File: src/rtl/cae_csr_func_mux.sv
// Purpose: sequences csr_agent function accesses onto NUM_SLV register slaves, decoded from func_address.
// Latency: mapped read vld@T -> slv_rd_vld@T+1 -> func_ack@T+3 at the earliest; unmapped read func_ack@T+2.
// Backpressure: none; one access in flight, request pulses outside IDLE are dropped and flag proto_err.
// Optional: define CAE_CSR_MUX_STATS_EN to build the saturating timeout event counter on timeout_cnt.
module cae_csr_func_mux #(
    parameter int          NUM_SLV = 4,
    parameter int          SEL_LSB = 8,
    parameter int          SEL_W   = 3,
    parameter int          TIMEOUT = 255,
    parameter logic [63:0] TO_DATA = 64'hDEAD_C5C5_DEAD_C5C5
) (
    input  logic                    clk_csr,
    input  logic                    i_csr_reset,
    input  logic                    func_wr_vld,
    input  logic                    func_rd_vld,
    input  logic [15:0]             func_address,
    input  logic [63:0]             func_wr_data,
    output logic                    func_ack,
    output logic [63:0]             func_rd_data,
    output logic [NUM_SLV-1:0]      slv_wr_vld,
    output logic [NUM_SLV-1:0]      slv_rd_vld,
    output logic [15:0]             slv_address,
    output logic [63:0]             slv_wr_data,
    input  logic [NUM_SLV-1:0]      slv_ack,
    input  logic [64*NUM_SLV-1:0]   slv_rd_data,
    output logic                    proto_err,
    output logic [15:0]             timeout_cnt
);

    localparam logic [1:0] ST_IDLE = 2'd0;
    localparam logic [1:0] ST_REQ  = 2'd1;
    localparam logic [1:0] ST_WAIT = 2'd2;
    localparam logic [1:0] ST_RESP = 2'd3;

    localparam logic [15:0]    TO_LAST     = 16'(TIMEOUT - 1);
    localparam logic [SEL_W:0] NUM_SLV_CMP = (SEL_W + 1)'(NUM_SLV);

    logic [1:0]         state;
    logic               op_rd;
    logic               mapped;
    logic [SEL_W-1:0]   sel;
    logic [15:0]        wait_cnt;

    logic               req_any;
    logic [SEL_W-1:0]   new_sel;
    logic               new_mapped;
    logic [NUM_SLV-1:0] new_oh;
    logic [NUM_SLV-1:0] sel_oh;
    logic [63:0]        sel_rd_data;
    logic               ack_hit;
    logic               wait_expired;

    function automatic logic [NUM_SLV-1:0] sel_onehot(input logic [SEL_W-1:0] s);
        logic [NUM_SLV-1:0] oh;
        oh = '0;
        for (int i = 0; i < NUM_SLV; i++) begin
            if (s == SEL_W'(i)) oh[i] = 1'b1;
        end
        return oh;
    endfunction

    assign req_any      = func_rd_vld | func_wr_vld;
    assign new_sel      = func_address[SEL_LSB +: SEL_W];
    assign new_mapped   = ({1'b0, new_sel} < NUM_SLV_CMP);
    assign new_oh       = sel_onehot(new_sel);
    assign sel_oh       = sel_onehot(sel);
    assign ack_hit      = |(slv_ack & sel_oh);
    assign wait_expired = (wait_cnt == TO_LAST);

    // Read-data mux: only the captured slave's slice can reach func_rd_data.
    always_comb begin
        sel_rd_data = '0;
        for (int i = 0; i < NUM_SLV; i++) begin
            if (sel_oh[i]) sel_rd_data = slv_rd_data[i*64 +: 64];
        end
    end

    // Access sequencer: IDLE -> REQ -> WAIT -> RESP; unmapped accesses use REQ as a dead slot and skip WAIT.
    always_ff @(posedge clk_csr) begin
        if (i_csr_reset) begin
            state        <= ST_IDLE;
            op_rd        <= 1'b0;
            mapped       <= 1'b0;
            sel          <= '0;
            wait_cnt     <= '0;
            func_ack     <= 1'b0;
            func_rd_data <= '0;
            slv_wr_vld   <= '0;
            slv_rd_vld   <= '0;
            slv_address  <= '0;
            slv_wr_data  <= '0;
            proto_err    <= 1'b0;
        end else begin
            slv_wr_vld <= '0;
            slv_rd_vld <= '0;
            func_ack   <= 1'b0;
            if (req_any && (state != ST_IDLE)) proto_err <= 1'b1;
            case (state)
                ST_IDLE: begin
                    if (req_any) begin
                        slv_address <= func_address;
                        slv_wr_data <= func_wr_data;
                        op_rd       <= func_rd_vld;
                        sel         <= new_sel;
                        mapped      <= new_mapped;
                        state       <= ST_REQ;
                        if (new_mapped) begin
                            if (func_rd_vld) slv_rd_vld <= new_oh;
                            else             slv_wr_vld <= new_oh;
                        end
                    end
                end
                ST_REQ: begin
                    wait_cnt <= '0;
                    if (mapped) begin
                        state <= ST_WAIT;
                    end else begin
                        state    <= ST_RESP;
                        func_ack <= op_rd;
                        if (op_rd) func_rd_data <= '0;
                    end
                end
                ST_WAIT: begin
                    if (ack_hit) begin
                        state    <= ST_RESP;
                        func_ack <= op_rd;
                        if (op_rd) func_rd_data <= sel_rd_data;
                    end else if (wait_expired) begin
                        state    <= ST_RESP;
                        func_ack <= op_rd;
                        if (op_rd) func_rd_data <= TO_DATA;
                    end else begin
                        wait_cnt <= wait_cnt + 16'd1;
                    end
                end
                default: begin
                    state <= ST_IDLE;
                end
            endcase
        end
    end

`ifdef CAE_CSR_MUX_STATS_EN
    logic to_evt;
    assign to_evt = (state == ST_WAIT) && !ack_hit && wait_expired;

    // Timeout event counter, saturating so a stuck slave cannot wrap it back to a small value.
    always_ff @(posedge clk_csr) begin
        if (i_csr_reset) begin
            timeout_cnt <= '0;
        end else if (to_evt && (timeout_cnt != 16'hFFFF)) begin
            timeout_cnt <= timeout_cnt + 16'd1;
        end
    end
`else
    assign timeout_cnt = 16'h0;
`endif

endmodule

File: config.mk
export PLATFORM = sky130hd
export DESIGN_NAME = cae_csr_func_mux
export DESIGN_NICKNAME = d
export VERILOG_FILES = /design/src/rtl/cae_csr_func_mux.sv
export SDC_FILE = /design/constraint.sdc
export NUM_CORES = 1
export LEC_CHECK = 0
export CORE_AREA = 2 2 202 204
export CTS_CLUSTER_SIZE = 16
export DETAILED_ROUTE_END_ITERATION = 8
export DIE_AREA = 0 0 204 206
export HOLD_SLACK_MARGIN = 0.12
export SYNTH_ARGS = -nofsm -noshare
export SYNTH_HDL_FRONTEND = slang
export SYNTH_SLANG_ARGS = --single-unit
File: constraint.sdc
create_clock -name clk_csr -period 2.5 [get_ports clk_csr]
set_input_delay 0.5 -clock clk_csr [delete_from_list [all_inputs] [get_ports clk_csr]]
set_output_delay 0.5 -clock clk_csr [all_outputs]
set_load 0.1 [all_outputs]
Word-level counts from Yosys, hierarchy flattened:

Cells that the tools add are included.

* flip-flop bits (word level): 177
* latch bits: 0
* memory bits (writable): 0
* ROM bits: 0
* input bits: 344
* output and inout bits: 170
* logic and storage cells: 81
* memories: 0

* $add $sub $neg: 1
* multipliers: 0
* divide/modulo/power cells: 0
* $lt $le $gt $ge: 1
* equal/unequal tests: 17
* shift-type cells: 0
* multiplexer cells: 31
* bitwise logic cells: 6
* reductions and logical operators: 13

Operators with widths (number)
* 64-bit 2-to-1 mux: 10
* 64-bit case mux with 2 select lines: 1
* 16-bit 2-to-1 mux: 2
* 16-bit case mux with 2 select lines: 1
* 16-bit by 1-bit adder with 16-bit output, second input constant: 1
* 16-bit by 8-bit equality test with 1-bit output, second input constant: 1
* 3-bit by 2-bit equality test with 1-bit output, second input constant: 4
* 1-bit 2-to-1 mux: 12
* 2-bit != test, second input constant: 5
* 5-bit OR reduction: 2
* 3-bit != test, second input constant: 3
* 3-bit by 1-bit equality test with 1-bit output, second input constant: 2
* 3-bit logical NOT: 2
* 2-bit 2-to-1 mux: 3
* 2-bit case mux with 3 select lines: 1
* 6-bit AND reduction: 1
* 4-bit bitwise AND: 1
* 1-bit NOT: 4
* 2-bit AND reduction: 2
* 2-bit nonzero test: 2
* 4-bit OR reduction: 1
* 3-bit less-than comparator, second input constant: 1
* 3-bit AND reduction: 1
* 2-bit by 1-bit equality test with 1-bit output, second input constant: 1
* 5 further kinds: 5

Logic depth before layout (Yosys ltp):

* word-level depth: 9
* mapped depth: 9
* depth with buffers taken out: 7

Worst setup path after synthesis:

No wires, ideal clock.

* path type: reg-to-reg
* start point: register slv_address[8] (netlist name)
* end point: register func_rd_data[10]
* setup time: 118 ps
* arrival: 2596 ps
* required time: 2382 ps
* path slack: -213 ps
* stages on the path, launching flop included: 9
* buffers on the path: 3
* clock period less this slack: 2713 ps
* cells stage by stage: dfxtp_1 buf_2 mux2_2 a22oi_4 and2_1 nor2_1 buf_2 buf_2 a22o_1

RTL lines
* end signal, assigned: RTL line 127 `if (op_rd) func_rd_data <= sel_rd_data;`
* end, declared: RTL line 19 `output logic [63:0] func_rd_data,`

Worst setup path after layout:

* start point: register slv_address[8]
* end point: output port slv_address[8]

RTL lines
* start, declared: RTL line 22 `output logic [15:0] slv_address,`
* start signal, assigned: RTL line 101 `slv_address <= func_address;`

No word-level cell between the ends.

==> impl_results.md <==
* Status: finished clean
* Critical Path End Type: output port
* RePlAce Congestion at 0.8952
* Share of cells above drive strength 1 at 17.58%
* Routed via count at 8954
* Setup Fix Bufs, Post-CTS at 0
* Largest stage delay, worst path at 0.43 ns
* Detailed Route Iter0 Violations at 391
* Pint at 7.107 mW
* Async set-or-reset flop fraction in the synthesized netlist at 0%
* Reg power frac at 25.3%
* Row cnt at 74
* DIE WIDTH at 204 um
* Top Ports at 514
* Drt via density at 4.557
* Switch share at 47.63%
* Number of synthesized flops with an enable pin at 0
* Adder-Cell Fraction of Synth Area at 0.9292%
* Top-count cell post-synth: nand2_1
* Post-DP Area at 13390 um2
* Inserted Clock Buffers at 17
* Compound-Gate Fraction of Synth Area at 23.79%
* Synth top area share at 43.12%
* Critical Path Most Common Cell: buf_4
* Startpoint Class: register
* Syn Area/Cell at 8.540 um2
* Vias in the first global route at 8640
* Largest family of logic cells by synthesized area: compound AO/OA/AOI/OAI gates
* CTS sink count at 174
* Grt total ovfl at 0
* Post-Route WL at 37.76 mm
* Max_slew headroom at 36.29%
* Hold buffers post-CTS at 0
* Resize count post-CTS at 0
* RSZ-0062 raised after global routing: no
* Min-delay src: i_csr_reset
* Detail Placement HPWL at 29.29 mm
* Syn-to-layout area delta at 74.25%
* Synth area leaders: dfxtp_1 (43%), a21oi_1 (10%), nand2_1 (8.3%)
* Tcrit/Tclk final at 94.85%
* Ys flop type: dfxtp_1
* Kind of critical path: register to output port
* Fill count at 4148
* Inst Count DP at 1928
* I/O Buffers at 497
* Die H at 206 um
* Power Dens Cells at 964.0 nW/um2
* Final nets at 1765
* Critical Path AT at 1.87 ns
* Mapped cell area at 8079 um2
* Synth warn at 0
* Logic pwr share at 51.8%
* Simple-Gate Fraction of Synth Area at 15.58%
* Max-cap violations at 0
* Min Tclk post-route at 2.371 ns
* Min-delay worst type: input pin to register
* CTS tree: yes
* Top cell types by occurrence after synthesis: nand2_1 (179), dfxtp_1 (174), a21oi_1 (163)
* CP startpoint: slv_address[8]
* Final Hold Vio Count at 0
* Pins Over Slew Limit at 0
* Reg clk slew, reported paths at 0.07 ns
* Root Buffer Master: clkbuf_16
* CP Cell Sequence: buf_12 -> buf_4 -> buf_4
* Post-Layout Cell Count at 1965
* XOR/XNOR share of the synthesized area at 0.3252%
* Hold Worst Slack at 0.4255 ns
* Peak VDD IR at 0.6829 mV
* GRT Total Usage at 17.01%
* Worst Clk Skew at 0.006608 ns
* Final ANT Viol Nets at 0
* CORE AREA at 40180 um2
* Post-Synthesis Cells at 946
* Fmax at 421.7 MHz
* Seq/Total Area, Yosys at 43.12%
* Crit path max-delay family: buffers and inverters
* CP bufs+invs at 3
* #FFs+latches synth at 174
* Area leader, netlist: dfxtp_1
* Critical Path RT at 2.00 ns
* Starting Density at 20.11%
* Proportion of synthesized area in mux cells at 10.58%
* DRT Pass-1 Iters at 5
* Routed WL per cell at 19.22 um
* Largest net degree at the start of global routing at 75
* Worst R2R Start: slv_address[9]
* Initial antenna violation count at 9
* CP max-delay cell: dfxtp_4
* Number of distinct library cells after synthesis at 51
* CP Max Fanout at 53
* Clock latency on the worst-skew pair at 0.45 ns
* First-pass GRT wire length at 53.24 mm
* Worst-Margin Slew at 0.9525 ns
* Residual DRC at 0
* Post-route cell area at 14080 um2
* Clock power share at 23.0%
* H-tree depth at 4
* P_leak at 5.575 nW
* Net Switching at 6.463 mW
* # setup viols final at 0
* Clk buf depth at 2
* Die area at 42020 um2
[cell usage in the layout (no fill, tap or decap), drive strengths merged, types with 7 or more instances in the layout]
| master | Yosys | routed |
|---|---|---|
| clkdlybuf4s50 | 0 | 342 |
| buf | 44 | 186 |
| nand2 | 179 | 179 |
| dfxtp | 174 | 174 |
| a21oi | 164 | 164 |
| a22o | 58 | 58 |
| nor2 | 58 | 58 |
| o21ai | 44 | 44 |
| mux2i | 40 | 40 |
| mux4 | 19 | 19 |
| clkbuf | 49 | 18 |
| conb | 1 | 16 |
| nor2b | 13 | 13 |
| inv | 6 | 11 |
| nand3 | 10 | 10 |
| a211o | 7 | 7 |
| o221ai | 7 | 7 |
| o2bb2ai | 7 | 7 |
[power groups by stage]
stage,combinational [mW],clock (mW),sequential [mW]
finish,7.02,3.12,3.43
floorplan,2.35,0,5.99
global placement,7.04,0,3.47
detailed placement,7.07,0,3.49
CTS,7.08,3.20,3.43
global route,7.44,3.33,3.48
[final timing paths]
path                                         to  slack [ns]  depth (start not counted)
worst max-delay path             slv_address[8]        0.13                          3
worst min-delay path                   func_ack        0.43                          3
worst min register to register  slv_wr_data[14]        0.46                          2
worst max register to register  func_rd_data[9]        0.20                          6
[state kept, by name (all words and copies together) (netlist names)]
signal        cells
slv_rd_vld        4
slv_address      16
slv_wr_data      64
slv_wr_vld        4
state             2
func_ack          1
wait_cnt         16
func_rd_data     64
mapped            1
proto_err         1
op_rd             1
[layout make-up]
cell class	instances	area (um2)	area share (%)
clock buffers	18	450.4	3.200
flip-flops and latches	174	3492	24.81
inverters	6	22.52	0.1600
repair buffers	528	4970	35.30
multi-input cells	688	4238	30.10
clock inverters	14	226.5	1.609
diodes	5	12.51	0.08888
well taps	532	665.6	4.728
[cell families after synthesis]
family	count (synthesis)
compound gates	309
xor+xnor	3
fa+ha+maj	6
buf+inv	99
flops	174
mux	61
other cells	1
simple gates	293
[tightest hold or removal path: cells and delay by family]
family	cells	cell delay, ns
buf+inv	1	0.09
compound gates	1	0.16
simple gates	1	0.07
[metal layers]
layer / routed length [um] / GRT usage [%] / vias up
met3: 3371 / 5.330 / 49
met4: 1207 / 7.790 / 0
met1: 15090 / 20.04 / 4199
li1: - / - / 4275
met5: 0 / 0 / -
met2: 18090 / 28.27 / 431
[metrics by stage]
stage / setup slack (ns) / TNS [ns] / util [%] / power [mW]
2_1_floorplan: 0.1137 / 0 / - / 8.340
3_3_place_gp: -0.007263 / -0.007263 / 33.32 / 10.51
3_5_place_dp: -0.04021 / -0.2408 / 33.32 / 10.56
4_1_cts: 0.07890 / 0 / 35.00 / 13.71
5_1_grt: 0.03182 / 0 / 35.03 / 14.25
6_report: 0.1288 / 0 / 35.03 / 13.57
No activity file was read; power rests on OpenSTA's default activity.
==> patch 1 (same flow settings) <==
Add a define of `CAE_CSR_MUX_STATS_EN`.
--- a/src/rtl/cae_csr_func_mux.sv
+++ b/src/rtl/cae_csr_func_mux.sv
@@ -2,6 +2,8 @@
 // Latency: mapped read vld@T -> slv_rd_vld@T+1 -> func_ack@T+3 at the earliest; unmapped read func_ack@T+2.
 // Backpressure: none; one access in flight, request pulses outside IDLE are dropped and flag proto_err.
 // Optional: define CAE_CSR_MUX_STATS_EN to build the saturating timeout event counter on timeout_cnt.
+`define CAE_CSR_MUX_STATS_EN
+
 module cae_csr_func_mux #(
     parameter int          NUM_SLV = 4,
     parameter int          SEL_LSB = 8,
Behaviour: same outputs for any inputs over 4 cycles, from zero or initial values and one cycle with i_csr_reset high; that may be too few to reach the edited logic, so the function may still have changed.
==> patch 1 against the original RTL <==
- area after synthesis is 10% higher
- clock skew up 0.0052 ns
- highest routed layer is now met5
- critical path type unchanged
- largest power group unchanged
- sequential cell count up 16
- power shrank 3.3%
- first-iteration DRC count increased by 45%
- worst setup slack improved by 0.026 ns
- non-clock buffer count up 26
- synthesized cell count is 2.9% higher
- routed wire length is 3.3% higher
- cell area grew 7.2%
- count of clock-buffer cells in the layout grew 2
- fmax grew 1.1%
- die area is the same
- clock power down 9.6%
==> patch 1: results (changes against the original RTL) <==
stage	metric	value	unit	change
timing	skew	0.0118	ns	+0.00523 ns
clock_network	cts_buffers	17		unchanged
timing	tightestPinTransition	0.961	ns	+0.00866 ns
global_routing	antenna_found_initial	13		+4
worst_setup_path	worstPathArrival	1.85	ns	-0.02 ns
finish	fin_cells	2018		+2.7%
pwr	vdd_drop_max	407	uV	-40%
min_path	min_to	slv_address[9]$_SDFFE_PP0P_		
pwr	clockPowerShare	0.215		-0.015
finish	drive_gt1_frac	0.236		+0.0605
synthesis	ys_seq_area_frac	0.427		-0.00413
synthesis	ys_top_cells_by_area	dfxtp_1 (43%), mux4_2 (16%), nand2_1 (9.9%)		
place	place_area	14500	um^2	+8.0%
worst_setup_path	reg2regPathDepth	7		+1
finish	largest_registers	func_rd_data x64, slv_wr_data x64		
global_routing	grt_overflow_total	0		unchanged
worst_setup_path	r2r_start	wait_cnt[1]$_SDFFE_PP0P_		
run_status	status	finished clean		
synthesis	ys_top_cells_by_count	nand2_1 (235), dfxtp_1 (190), a21oi_1 (134)		
worst_setup_path	worst_path_max_delay_cell	buf_4		
detailed_routing	dr_total_vias	9466		+5.7%
detailed_routing	top_layer	met5		
global_routing	met2_usage	0.296		+0.0135
global_routing	met1_usage	0.204		+0.00340
global_routing	grtUsageMet3	0.0651		+0.0118
detailed_routing	dr_wl_met3	3780	um	+12%
detailed_routing	drtIter0Drc	565		+45%
synthesis	ys_types	49		-3.9%
min_path	hold_depth	2		-1
worst_setup_path	worstPathMaxFanout	65		+23%
finish	nets	1815		+2.8%
detailed_routing	wire_per_inst	19.3	um	+0.55%
pwr	leakagePower	5.75	nW	+3.2%
timing	holdWs	0.355	ns	-0.0703 ns
pwr	pwr.group.clock	0.00282	W	-9.6%
synthesis	synth_compound_area_frac	0.155		-0.0824
place	place.port_buffers	513		+3.2%
place	hpwl	29900	um	+1.9%
synthesis	synth_fa_ha_area_frac	0.00983		+0.000541
timing	hold_viol	0		unchanged
worst_setup_path	reg2reg_slack	0.16	ns	-0.04 ns
global_routing	track_usage	0.181		+0.0106
synthesis	muxShareOfSynthArea	0.172		+0.0663
worst_setup_path	slowest_delay	0.69	ns	+0.26 ns
place	gp_congestion	0.848		-5.3%
synthesis	synth-xor-area-share	0.00688		+0.00363
pwr	p_comb	0.00669	W	-4.7%
global_routing	grt_first_pass_wirelength	56900	um	+6.8%
worst_setup_path	rr_endpoint	timeout_cnt[15]$_SDFFE_PP0P_		
detailed_routing	wl_met1	15100	um	+0.38%
global_routing	grt_max_degree	78		+4.0%
place	place_worst_setup_slack	-0.321	ns	-0.281 ns
global_routing	first_global_vias	9383		+8.6%
detailed_routing	route.met2.wl	18400	um	+1.7%
synthesis	syn_inst	973		+2.9%
min_path	hp-start	i_csr_reset		
pwr	internal_power	0.00703	W	-1.1%
==> patch 1: cell type report <==
cell class	count	area [um^2]
repair buffers	554	5140
multi-input cells	693	4820
well taps	532	666
flip-flops and latches	190	3820
inverters	8	30.0
clock inverters	12	131
clock buffers	20	457
diodes	9	22.5
fillers	4033	25100
==> patch 1: how the worst max path moves through the flow <==
stage	endpoint	from	slack, ns
2_1_floorplan	func_rd_data[27]$_SDFFE_PP0P_	slv_address[8]$_SDFFE_PP0P_	0.01
3_3_place_gp	timeout_cnt[15]$_SDFFE_PP0P_	slv_ack[1]	-0.30
3_5_place_dp	timeout_cnt[15]$_SDFFE_PP0P_	slv_ack[1]	-0.32
4_1_cts	slv_address[9]	slv_address[9]$_SDFFE_PP0P_	0.09
5_1_grt	timeout_cnt[15]$_SDFFE_PP0P_	wait_cnt[1]$_SDFFE_PP0P_	0.01
6_report	slv_address[9]	slv_address[9]$_SDFFE_PP0P_	0.15
==> patch 2 (same settings) <==
Without the edit above. Put one more register stage on the output `proto_err`, with the module's reset. The value now appears one clock later. The other outputs are not delayed to match.
--- a/src/rtl/cae_csr_func_mux.sv
+++ b/src/rtl/cae_csr_func_mux.sv
@@ -34,6 +34,8 @@
 
     localparam logic [15:0]    TO_LAST     = 16'(TIMEOUT - 1);
     localparam logic [SEL_W:0] NUM_SLV_CMP = (SEL_W + 1)'(NUM_SLV);
+
+    logic proto_err_s0;
 
     logic [1:0]         state;
     logic               op_rd;
@@ -89,12 +91,12 @@
             slv_rd_vld   <= '0;
             slv_address  <= '0;
             slv_wr_data  <= '0;
-            proto_err    <= 1'b0;
+            proto_err_s0 <= 1'b0;
         end else begin
             slv_wr_vld <= '0;
             slv_rd_vld <= '0;
             func_ack   <= 1'b0;
-            if (req_any && (state != ST_IDLE)) proto_err <= 1'b1;
+            if (req_any && (state != ST_IDLE)) proto_err_s0 <= 1'b1;
             case (state)
                 ST_IDLE: begin
                     if (req_any) begin
@@ -156,5 +158,13 @@
     assign timeout_cnt = 16'h0;
 `endif
 
+    always_ff @(posedge clk_csr) begin
+        if (i_csr_reset) begin
+            proto_err <= '0;
+        end else begin
+            proto_err <= proto_err_s0;
+        end
+    end
+
 endmodule
 
Function: changed (a bounded check fails within 4 cycles, from zero or initial values and one cycle with i_csr_reset high).
==> patch 2 against the original RTL <==
- global-route usage rose by 0.54 points
- power down 1.2%
- routed wire length up 2.9%
- synthesized cell count grew 3.3%
- sequential power barely moved
- worst setup slack better by 0.26 ns
- fmax increased by 12%
- area after synthesis rose by 0.73%
- cell area fell by 0.13%
- non-clock buffer count rose by 8
- first-iteration DRC count is 29% higher
- sequential cell count rose by 1
- largest cell class unchanged
- largest power group unchanged
==> patch 2: results (changes against the original RTL) <==
stage	metric	value	unit	change
place	hpwl	30300	um	+3.5%
pwr	power_frac_seq	0.257		+0.004
place	place_worst_setup_slack	-0.0485	ns	-0.00834 ns
synthesis	ys_types	50		-2.0%
worst_setup_path	worst_path_max_delay_cell	and2_2		
synthesis	ys_seq_area_frac	0.431		-0.000656
detailed_routing	wirelength	38900	um	+2.9%
global_routing	met2_usage	0.282		-0.000972
synthesis	ys_top_cells_by_count	nand2_1 (179), dfxtp_1 (175), a21oi_1 (163)		
global_routing	track_usage	0.176		+0.00542
detailed_routing	drtIter0Drc	504		+29%
detailed_routing	route.met2.wl	18300	um	+1.2%
worst_setup_path	worstPathMaxFanout	38		-28%
global_routing	antenna_found_initial	11		+2
worst_setup_path	reg2reg_slack	0.39	ns	+0.19 ns
finish	drive_gt1_frac	0.168		-0.00751
detailed_routing	wire_per_inst	19.4	um	+0.95%
global_routing	met1_usage	0.211		+0.0103
pwr	vdd_drop_max	637	uV	-6.7%
pwr	p_comb	0.00703	W	about the same
global_routing	first_global_vias	8833		+2.2%
pwr	leakagePower	5.61	nW	+0.69%
synthesis	ys_top_cells_by_area	dfxtp_1 (43%), a21oi_1 (10%), nand2_1 (8.3%)		
global_routing	grt_max_degree	76		+1.3%
detailed_routing	wl_met1	15800	um	+4.7%
place	dp.cells	1962		+1.8%
min_path	hold_depth	3		unchanged
timing	skew	0.0132	ns	+0.00659 ns
run_status	status	finished clean		
worst_setup_path	slowest_delay	0.81	ns	+0.38 ns
worst_setup_path	crit_family	simple AND/OR/NAND/NOR gates		
synthesis	syn_avg_cell_area	8.33	um^2	-2.5%
synthesis	synth_ff_type	dfxtp_1		
finish	fillers	4179		+0.75%
global_routing	grtUsageMet3	0.0621		+0.00883
pwr	swShare	0.487		+0.0107
clock_network	cts-resized-gates	0		unchanged
worst_setup_path	rr_endpoint	func_rd_data[28]$_SDFFE_PP0P_		
finish	nets	1799		+1.9%
worst_setup_path	r2r_start	slv_address[8]$_SDFFE_PP0P_		
worst_setup_path	reg2regPathDepth	5		-1
detailed_routing	dr_wl_met3	3780	um	+12%
timing	holdWs	0.443	ns	+0.0173 ns
timing	tightestPinTransition	0.871	ns	-0.0811 ns
detailed_routing	dr_total_vias	9260		+3.4%
detailed_routing	top_layer	met5		
worst_setup_path	worstPathArrival	2.51	ns	+0.64 ns
pwr	p_sw	0.00653	W	+1.0%
global_routing	grt_first_pass_wirelength	55400	um	+4.1%
place	gp_congestion	0.917		+2.4%
-- patch 2: logic make-up (layout without fill, tap and decap cells) --
logic type,count (synthesis),after routing,synth area share
compound gates,333,333,0.262
mux,49,49,0.0718
xor+xnor,3,3,0.00323
fa+ha+maj,6,6,0.00922
buf+inv,104,574,0.0587
flops,175,175,0.431
other cells,1,25,0.000461
simple gates,306,306,0.164
-- patch 2: worst max path at each step --
stage | from | to | slack [ns] | cells past startpoint
2_1_floorplan | slv_address[10]$_SDFFE_PP0P_ | func_rd_data[10]$_SDFFE_PP0P_ | 0.13 | 7
3_3_place_gp | slv_ack[0] | wait_cnt[15]$_SDFFE_PP0P_ | -0.01 | 6
3_5_place_dp | slv_ack[0] | wait_cnt[15]$_SDFFE_PP0P_ | -0.05 | 6
4_1_cts | slv_address[8]$_SDFFE_PP0P_ | func_rd_data[8]$_SDFFE_PP0P_ | 0.36 | 5
5_1_grt | wait_cnt[2]$_SDFFE_PP0P_ | wait_cnt[13]$_SDFFE_PP0P_ | 0.21 | 5
6_report | slv_address[8]$_SDFFE_PP0P_ | func_rd_data[28]$_SDFFE_PP0P_ | 0.39 | 5
-- patch 2: layout make-up --
type | count | area (um^2) | share of cell area
repair buffers | 536 | 4970 | 0.353
flip-flops and latches | 175 | 3510 | 0.250
well taps | 532 | 666 | 0.0473
inverters | 6 | 22.5 | 0.00160
clock buffers | 17 | 425 | 0.0303
multi-input cells | 713 | 4250 | 0.302
clock inverters | 15 | 196 | 0.0140
diodes | 9 | 22.5 | 0.00160
-- patch 2: stage by stage --
stage          setup TNS [ns]  cell area [um^2]
2_1_floorplan               0              8200
3_3_place_gp         -0.00998             13400
3_5_place_dp          -0.0485             13400
4_1_cts                     0             14000
5_1_grt                     0             14100
6_report                    0             14100
